[src/rtl/tt_um_jimktrains_vslc_scan_sequencer.sv]
`default_nettype none
// ============================================================================
// Module : tt_um_jimktrains_vslc_scan_sequencer
// Desc   : PLC scan controller; replays a byte-loaded program once per scan.
// Rev    : 1.0  initial release
// ============================================================================
module tt_um_jimktrains_vslc_scan_sequencer #(
    parameter int PROG_DEPTH = 32,
    parameter int ADDR_W     = 5,
    parameter int READY_HIGH = 1,
    parameter int READY_LOW  = 1
) (
    input  logic              clk,
    input  logic              rst_n,
    input  logic              run,
    input  logic              load_en,
    input  logic              load_strobe,
    input  logic [7:0]        load_data,
    input  logic [3:0]        scan_div,
    input  logic [7:0]        ui_in,
    output logic [15:0]       counter,
    output logic [7:0]        instr,
    output logic              instr_ready,
    output logic [7:0]        ui_in_scan,
    output logic [7:0]        ui_in_prev,
    output logic              busy,
    output logic              scan_done,
    output logic [ADDR_W:0]   prog_len,
    output logic              load_err,
    output logic              overrun
);
    localparam int PH_MAX = (READY_HIGH > READY_LOW) ? READY_HIGH : READY_LOW;
    localparam int PH_W   = (PH_MAX > 1) ? $clog2(PH_MAX) : 1;
    localparam logic [PH_W-1:0]  C_HIGH_LAST = PH_W'(READY_HIGH - 1);
    localparam logic [PH_W-1:0]  C_LOW_LAST  = PH_W'(READY_LOW - 1);
    localparam logic [ADDR_W:0]  C_DEPTH     = (ADDR_W + 1)'(PROG_DEPTH);
    localparam logic [ADDR_W:0]  C_ONE_W     = (ADDR_W + 1)'(1);

    typedef enum logic [2:0] {
        S_IDLE, S_LOAD, S_WAIT_TICK, S_PRESENT, S_GAP, S_DONE
    } state_e;

    state_e              state_q, state_d;
    logic [15:0]         counter_q;
    logic                tbit_q;
    logic [ADDR_W-1:0]   pc_q, pc_d;
    logic [ADDR_W:0]     wptr_q, wptr_d;
    logic [PH_W-1:0]     ph_q, ph_d;
    logic [7:0]          instr_q, instr_d;
    logic [7:0]          scan_q, scan_d;
    logic [7:0]          prev_q, prev_d;
    logic                load_err_q, load_err_d;
    logic                overrun_q, overrun_d;

    logic [7:0]          mem [PROG_DEPTH];
    logic                w_wr;
    logic [3:0]          w_sel;
    logic                w_tick;
    logic                w_last;
    logic [ADDR_W-1:0]   w_pc_inc;

    assign w_sel    = scan_div - 4'd1;
    // Tick is a rising edge of the selected counter bit, seen against last cycle's copy.
    assign w_tick   = (scan_div == 4'd0) ? 1'b1 : (counter_q[w_sel] & ~tbit_q);
    assign w_last   = ({1'b0, pc_q} == (wptr_q - C_ONE_W));
    assign w_pc_inc = pc_q + ADDR_W'(1);

    always_comb begin
        state_d    = state_q;
        pc_d       = pc_q;
        wptr_d     = wptr_q;
        ph_d       = ph_q;
        instr_d    = instr_q;
        scan_d     = scan_q;
        prev_d     = prev_q;
        load_err_d = load_err_q;
        overrun_d  = overrun_q;
        w_wr       = 1'b0;

        if (w_tick && (state_q == S_PRESENT || state_q == S_GAP || state_q == S_DONE))
            overrun_d = 1'b1;

        case (state_q)
            S_IDLE: begin
                if (load_en) begin
                    state_d    = S_LOAD;
                    wptr_d     = '0;
                    load_err_d = 1'b0;
                    overrun_d  = 1'b0;
                end else if (run && (wptr_q != '0)) begin
                    state_d = S_WAIT_TICK;
                end
            end
            S_LOAD: begin
                if (!load_en) begin
                    state_d = S_IDLE;
                end else if (load_strobe) begin
                    if (wptr_q < C_DEPTH) begin
                        w_wr   = 1'b1;
                        wptr_d = wptr_q + C_ONE_W;
                    end else begin
                        load_err_d = 1'b1;
                    end
                end
            end
            S_WAIT_TICK: begin
                // Abandoning the wait wins over a coincident tick.
                if (!run || load_en) begin
                    state_d = S_IDLE;
                end else if (w_tick) begin
                    state_d = S_PRESENT;
                    pc_d    = '0;
                    ph_d    = '0;
                    instr_d = mem['0];
                    prev_d  = scan_q;
                    scan_d  = ui_in;
                end
            end
            S_PRESENT: begin
                if (ph_q == C_HIGH_LAST) begin
                    ph_d    = '0;
                    state_d = S_GAP;
                end else begin
                    ph_d = ph_q + PH_W'(1);
                end
            end
            S_GAP: begin
                if (ph_q == C_LOW_LAST) begin
                    ph_d = '0;
                    if (w_last) begin
                        state_d = S_DONE;
                    end else begin
                        pc_d    = w_pc_inc;
                        instr_d = mem[w_pc_inc];
                        state_d = S_PRESENT;
                    end
                end else begin
                    ph_d = ph_q + PH_W'(1);
                end
            end
            S_DONE: begin
                if (load_en)  state_d = S_IDLE;
                else if (run) state_d = S_WAIT_TICK;
                else          state_d = S_IDLE;
            end
            default: state_d = S_IDLE;
        endcase
    end

    always_ff @(posedge clk or negedge rst_n) begin
        if (!rst_n) begin
            state_q    <= S_IDLE;
            counter_q  <= '0;
            tbit_q     <= 1'b0;
            pc_q       <= '0;
            wptr_q     <= '0;
            ph_q       <= '0;
            instr_q    <= '0;
            scan_q     <= '0;
            prev_q     <= '0;
            load_err_q <= 1'b0;
            overrun_q  <= 1'b0;
        end else begin
            state_q    <= state_d;
            counter_q  <= counter_q + 16'd1;
            tbit_q     <= counter_q[w_sel];
            pc_q       <= pc_d;
            wptr_q     <= wptr_d;
            ph_q       <= ph_d;
            instr_q    <= instr_d;
            scan_q     <= scan_d;
            prev_q     <= prev_d;
            load_err_q <= load_err_d;
            overrun_q  <= overrun_d;
        end
    end

    // Program store carries no reset; prog_len gates what is ever read.
    always_ff @(posedge clk) begin
        if (w_wr) mem[wptr_q[ADDR_W-1:0]] <= load_data;
    end

    assign counter     = counter_q;
    assign instr       = instr_q;
    assign instr_ready = (state_q == S_PRESENT);
    assign busy        = (state_q == S_PRESENT) || (state_q == S_GAP);
    assign scan_done   = (state_q == S_DONE);
    assign ui_in_scan  = scan_q;
    assign ui_in_prev  = prev_q;
    assign prog_len    = wptr_q;
    assign load_err    = load_err_q;
    assign overrun     = overrun_q;

endmodule
`default_nettype wire
[config.mk]
export PLATFORM = sky130hd
export DESIGN_NAME = tt_um_jimktrains_vslc_scan_sequencer
export DESIGN_NICKNAME = d
export VERILOG_FILES = /design/src/rtl/tt_um_jimktrains_vslc_scan_sequencer.sv
export SDC_FILE = /design/constraint.sdc
export NUM_CORES = 1
export LEC_CHECK = 0
export CAP_MARGIN = 25
export CORE_AREA = 5 5 221 223
export CTS_CLUSTER_SIZE = 10
export DETAILED_ROUTE_END_ITERATION = 6
export DIE_AREA = 0 0 226 228
export SLEW_MARGIN = 20
export SYNTH_ARGS = -nofsm -noshare
export SYNTH_HDL_FRONTEND = slang
export SYNTH_SLANG_ARGS = --single-unit
export TNS_END_PERCENT = 1
[constraint.sdc]
create_clock -name clk -period 4.86 [get_ports clk]
set_clock_uncertainty 0.05 [all_clocks]
set_input_delay 0.486 -clock clk [delete_from_list [all_inputs] [get_ports clk]]
set_output_delay 0.486 -clock clk [all_outputs]
set_load 0.02 [all_outputs]
# Yosys cells after proc, flatten, opt, wreduce, memory -nomap -nowiden
# Memory sizes are Yosys's and may differ from the RTL's.
# Cells that the tools add are included.
[word_totals]
wordCells = 108
ramBits = 256
mem_count = 1
mem_bits_ro = 0
latchBits = 0
input_bits = 25
regBits = 58
out_inout_bits = 51
[op_classes]
muxes = 47
n_reduce_logical = 19
add_sub_neg = 6
n_bitwise = 3
shift = 0
order_cmp = 2
mul = 0
div = 0
n_eq_ne = 19
[memory_table]
columns = ["name", "words", "word_bits", "rd", "rd_ports_with_merged_regs", "write_ports", "line", "rtl"]
rows = [
  ["mem", 32, 8, 2, 0, 1, "55", "logic [7:0] mem [PROG_DEPTH];"],
]
[op_table]
columns = ["operator", "count"]
rows = [
  ["8-bit 2-to-1 mux", 4],
  ["3-bit 2-to-1 mux", 8],
  ["6-bit 2-to-1 mux", 4],
  ["2-bit inequality test (second input constant)", 11],
  ["5-bit 2-to-1 mux", 4],
  ["5-bit AND reduction", 4],
  ["1-bit 2-to-1 mux", 18],
  ["3-bit one-hot mux with 6 select lines", 1],
  ["16-bit by 1-bit adder with 16-bit output (second input constant)", 1],
  ["8-bit one-hot mux with 2 select lines", 1],
  ["6-bit one-hot mux with 2 select lines", 1],
  ["5-bit one-hot mux with 2 select lines", 1],
  ["6-bit by 1-bit adder with 6-bit output (second input constant)", 1],
  ["3-bit by 2-bit == test with 1-bit output (second input constant)", 2],
  ["3-bit == test (second input constant)", 2],
  ["5-bit by 6-bit == test with 1-bit output", 1],
  ["6-bit less-than comparator (second input constant)", 1],
  ["3-bit inequality test (second input constant)", 2],
  ["3-bit AND reduction", 2],
  ["2-bit nonzero test", 3],
  ["6-bit nonzero test", 1],
  ["6-bit by 1-bit subtractor with 6-bit output (second input constant)", 1],
  ["5-bit by 1-bit adder with 5-bit output (second input constant)", 1],
  ["4-bit by 5-bit less-than comparator with 1-bit output (second input constant)", 1],
  ["other kinds (14)", 20],
]

# Longest topological paths before layout
[depth]
word_depth = 9
depth_mapped = 10
depth_no_buf = 8

# Worst setup path after synthesis
# No wires, ideal clock.
[synth_timing]
path_kind = "input to register"
start = "in scan_div[0]"
end = "reg instr_q[1], in the netlist instr[1]"
slack_ns = 1.909
setup_time_ns = 0.125
required_time_ns = 4.685
cell_stages = 10
arrival_time_ns = 2.776
cell_sequence = "buf_6 -> inv_1 -> ha_1 -> mux4_1 -> mux2i_1 -> mux2i_1 -> or3_4 -> and3_4 -> buf_6 -> mux2_4"
[synth_via]
elab_chain_cells = 7
[synth_lines]
columns = ["element", "line", "rtl"]
rows = [
  ["from (decl)", "19", "input logic [3:0] scan_div,"],
  ["4-bit by 1-bit subtractor with 4-bit output", "62", "assign w_sel = scan_div - 4'd1;"],
  ["1-bit binary-select mux with 4-bit select", "64", "assign w_tick = (scan_div == 4'd0) ? 1'b1 : (counter_q[w_sel] & ~tbit_q);"],
  ["1-bit 2-to-1 mux (not written as such)", "64", ""],
  ["1-bit AND", "64", ""],
  ["1-bit 2-to-1 mux *", "64", ""],
  ["2-bit inequality test (no source line) *", "-", ""],
  ["5-bit AND reduction (no source line) *", "-", ""],
  ["to (signal assigned)", "170", "instr_q <= instr_d;"],
  ["to (decl)", "49", "logic [7:0] instr_q, instr_d;"],
]
# Every way passes the cells marked *; elsewhere a longest branch is shown, timed or not. The select of a mux whose other input is x is not followed.
# A chain may end at the register's enable or synchronous reset.

# Worst setup path after layout
[layout_timing]
start = "reg pc_q[0]"
end = "reg instr_q[0], in the netlist instr[0]"
[layout_via]
elab_chain_cells = 5
[layout_lines]
columns = ["element", "line", "rtl"]
rows = [
  ["from (decl)", "46", "logic [ADDR_W-1:0] pc_q, pc_d;"],
  ["from (signal assigned)", "167", "pc_q <= pc_d;"],
  ["5-bit by 1-bit adder with 5-bit output", "66", "assign w_pc_inc = pc_q + ADDR_W'(1);"],
  ["memory 32 x 8 bit", "-", ""],
  ["8-bit 2-to-1 mux", "130", "if (w_last) begin"],
  ["8-bit 2-to-1 mux", "128", "if (ph_q == C_LOW_LAST) begin"],
  ["8-bit one-hot mux with 2 select lines", "83", "case (state_q)"],
]
# Several ways; a longest one is shown, not always the timed one. The select of a mux whose other input is x is not followed.

==> out/metrics.csv <==
stage,metric,value,unit
placed_design,Port Buffer Count,75,
drt,DRC viols,0,
synth,syn nets,799,
critical_path,WS Path Type,flop to flop,
clock_network,CTS resizes,0,
floorplan,starting density of the core,27.9,%
cells_and_area,fraction of layout cells with a size suffix above 1,18.1,%
critical_path,WP data arrival,3960,ps
clock_network,CTS tree,yes,
critical_path,CP Data Required Time,5230,ps
timing,Worst-Margin Slew,939,ps
clock_network,CTS root buf,clkbuf_16,
drt,Via density,4.76,
cells_and_area,nets,892,
grt,antenna violations before repair,1,
pwr,Peak VDD IR,0.000311,V
timing,Final setup viols,0,
synth,post-synth top area share,59.5,%
grt,vias in the first global route,7152,
critical_path,worst r2r src,pc_q[0],
critical_path,Setup crit end kind,flop,
synth,Yosys cell types,52,
critical_path,critical-path maximum fanout,36,
cells_and_area,design area,15400,sq um
clock_network,maximum clock path buffer count,3,
synth,Synth async-reset ratio,18.2,%
timing,Tmin final,3600,ps
floorplan,die outline width,226,um
synth,ys flop type,edfxtp_1,
synth,Synth area leader,edfxtp_1,
timing,slew margin rel.,37.0,%
clock_network,worst skew pair latency,520,ps
drt,Vias,7059,
timing,fmax,0.278,GHz
drt,drt pass-1 iters,7,
floorplan,die height,228,um
placed_design,GP Congestion,0.802,
floorplan,I/O pins,76,
pwr,pwr/cell area,509,nW/um^2
critical_path,RR Endpoint,instr[0],
drt,total wire length,29.6,mm
clock_network,CTS Buf Count,37,
timing,fin crit share,74.0,%
cells_and_area,n_diodes,0,
drt,WL/cell,19.9,um
clock_network,hold_buf cts,0,
clock_network,Worst-path clk slew,60,ps
synth,"Avg Cell Area, Syn",16.9,sq um
synth,Post-synth EDFFs,256,
drt,remaining antenna violation count after routing,0,
synth,Ys Warns,0,
timing,setup TNS,0,ps
floorplan,cell row count,79,
cells_and_area,Fillers,4387,
floorplan,Die Area,51500,sq um
grt,global-route wire length before repair,45.1,mm
outcome,status,finished clean,
floorplan,area of the core,46400,sq um
run,Max Cap Viol,0,
timing,Final Hold Vio Count,0,
synth,number of synthesized register bits,313,
critical_path,CP startpoint kind,flop,
pwr,leakage dissipation,0.00520,uW
grt,grt ovf,0,
timing,unrepaired setup endpoints after global routing,false,
timing,Max Slew Vio Count,0,
critical_path,Worst Reg-to-Reg Cells,7,
synth,cell area after synthesis,12900,sq um
grt,Total Routing Usage GR,11.3,%
worst_hold_path,Hold Path Class,input pin to asynchronous set/reset pin,
grt,largest net degree at the start of global routing,58,
cells_and_area,fin util,33.3,%
cells_and_area,"leading cell types in the layout, fill and taps excluded","edfxtp_1 (256), nand2_1 (81), clkdlybuf4s50_1 (71)",
critical_path,R2R setup slack,1260,ps
placed_design,"Cell Area, Placed",14400,sq um
placed_design,DPL Wire Length,19.3,mm
clock_network,number of clock sinks,313,
cells_and_area,synthesis-to-layout area growth,19.5,%
drt,Starting DRT DRC Count,701,
clock_network,post-CTS setup buffer count,0,
synth,Synth area leaders,"edfxtp_1 (59%), mux4_2 (11%), dfrtp_1 (11%), nand2_1 (2.4%), nor2_1 (1.8%)",
synth,part of the Yosys area used for sequential elements,70.5,%
clock_network,H-Tree Depth,2,
cells_and_area,"most common cell after layout, fill and taps aside",edfxtp_1,
synth,Cells after Synth,766,
## sequential cells by signal, indices dropped and copies added (netlist names)
signal	cells
mem	256
load_err	1
ui_in_scan	8
instr	8
counter	16
overrun	1
prog_len	6
state_q	3
pc_q	5
tbit_q	1
ui_in_prev	8
## power breakdown
part	total, uW	internal (uW)	leakage [uW]	switching, uW
Clock	2430	1420	0.000501	1010
Combinational	2220	1040	0.00164	1180
Sequential	3220	3010	0.00305	209
Total	7860	5460	0.00520	2400
## worst max path at each step
stage	start	end	slack, ps
6_report	pc_q[0]	instr[0]	1260
5_1_grt	pc_q[0]	instr[0]	910
4_1_cts	pc_q[0]	instr[0]	1240
3_5_place_dp	scan_div[0]	instr[1]	1230
3_3_place_gp	scan_div[0]	instr[5]	1270
2_1_floorplan	scan_div[0]	instr[1]	1910
## worst max-delay path: stages (launching register included)
cell and delay (ps):
dfrtp_4 900, buf_4 680, nand3_1 290, nor3_1 630, o311ai_0 350, o2111ai_1 200
nand2_1 80, mux2_2 270
## metal layers
layer / track usage (%) / vias up / part of all wire (%)
li1: - / 3174 / -
met1: 15.8 / 3636 / 43
met2: 17.8 / 211 / 48
met3: 3.13 / 36 / 7.3
met4: 2.27 / 2 / 1.6
met5: 0 / - / 0.044
## layout make-up
class / count / area [sq um] / area share [%]
flip-flops and latches: 313 / 9120 / 59.1
multi-input cells: 406 / 3620 / 23.5
clock buffers: 53 / 996 / 6.45
repair buffers: 87 / 848 / 5.49
well taps: 607 / 759 / 4.92
inverters: 14 / 52.6 / 0.340
clock inverters: 4 / 41.3 / 0.267
## kinds of logic (layout without fill, tap and decap cells)
family                     after synthesis  count (layout)  share of synthesized area [%]
AOI/OAI and AO/OA                       62              62                           3.34
xor gates and xnor gates                27              27                           1.83
adders and majority gates                8               8                          0.775
buffers and inverters                   47             158                           1.56
DFF                                    313             313                           70.5
muxes                                   97              97                           14.6
and+or+nand+nor                        212             212                           7.37
## cells in the mapped netlist (4+ instances only)
master,number
a21oi_1,16
and3_1,8
buf_1,6
buf_2,5
clkbuf_1,19
dfrtp_1,57
edfxtp_1,256
ha_1,8
inv_1,13
mux2_2,18
mux2_4,6
mux2i_1,5
mux4_2,65
nand2_1,81
nand2b_1,5
nand3_1,23
nand4_1,4
nor2_1,63
nor3_1,12
o2111ai_1,10
o21ai_0,6
o22ai_1,9
o311ai_0,8
xnor2_1,16
xor2_1,11
## stage by stage
stage	total power, uW	hold slack (ps)	std cells	setup slack [ps]
floorplan	4740	140	766	1910
global placement	5490	440	1424	1270
detailed placement	5510	445	1426	1230
CTS	7950	83.2	1483	1240
global route	8240	130	1484	908
finish	7860	61.1	1484	1260
No activity file was read; power rests on OpenSTA's default activity.
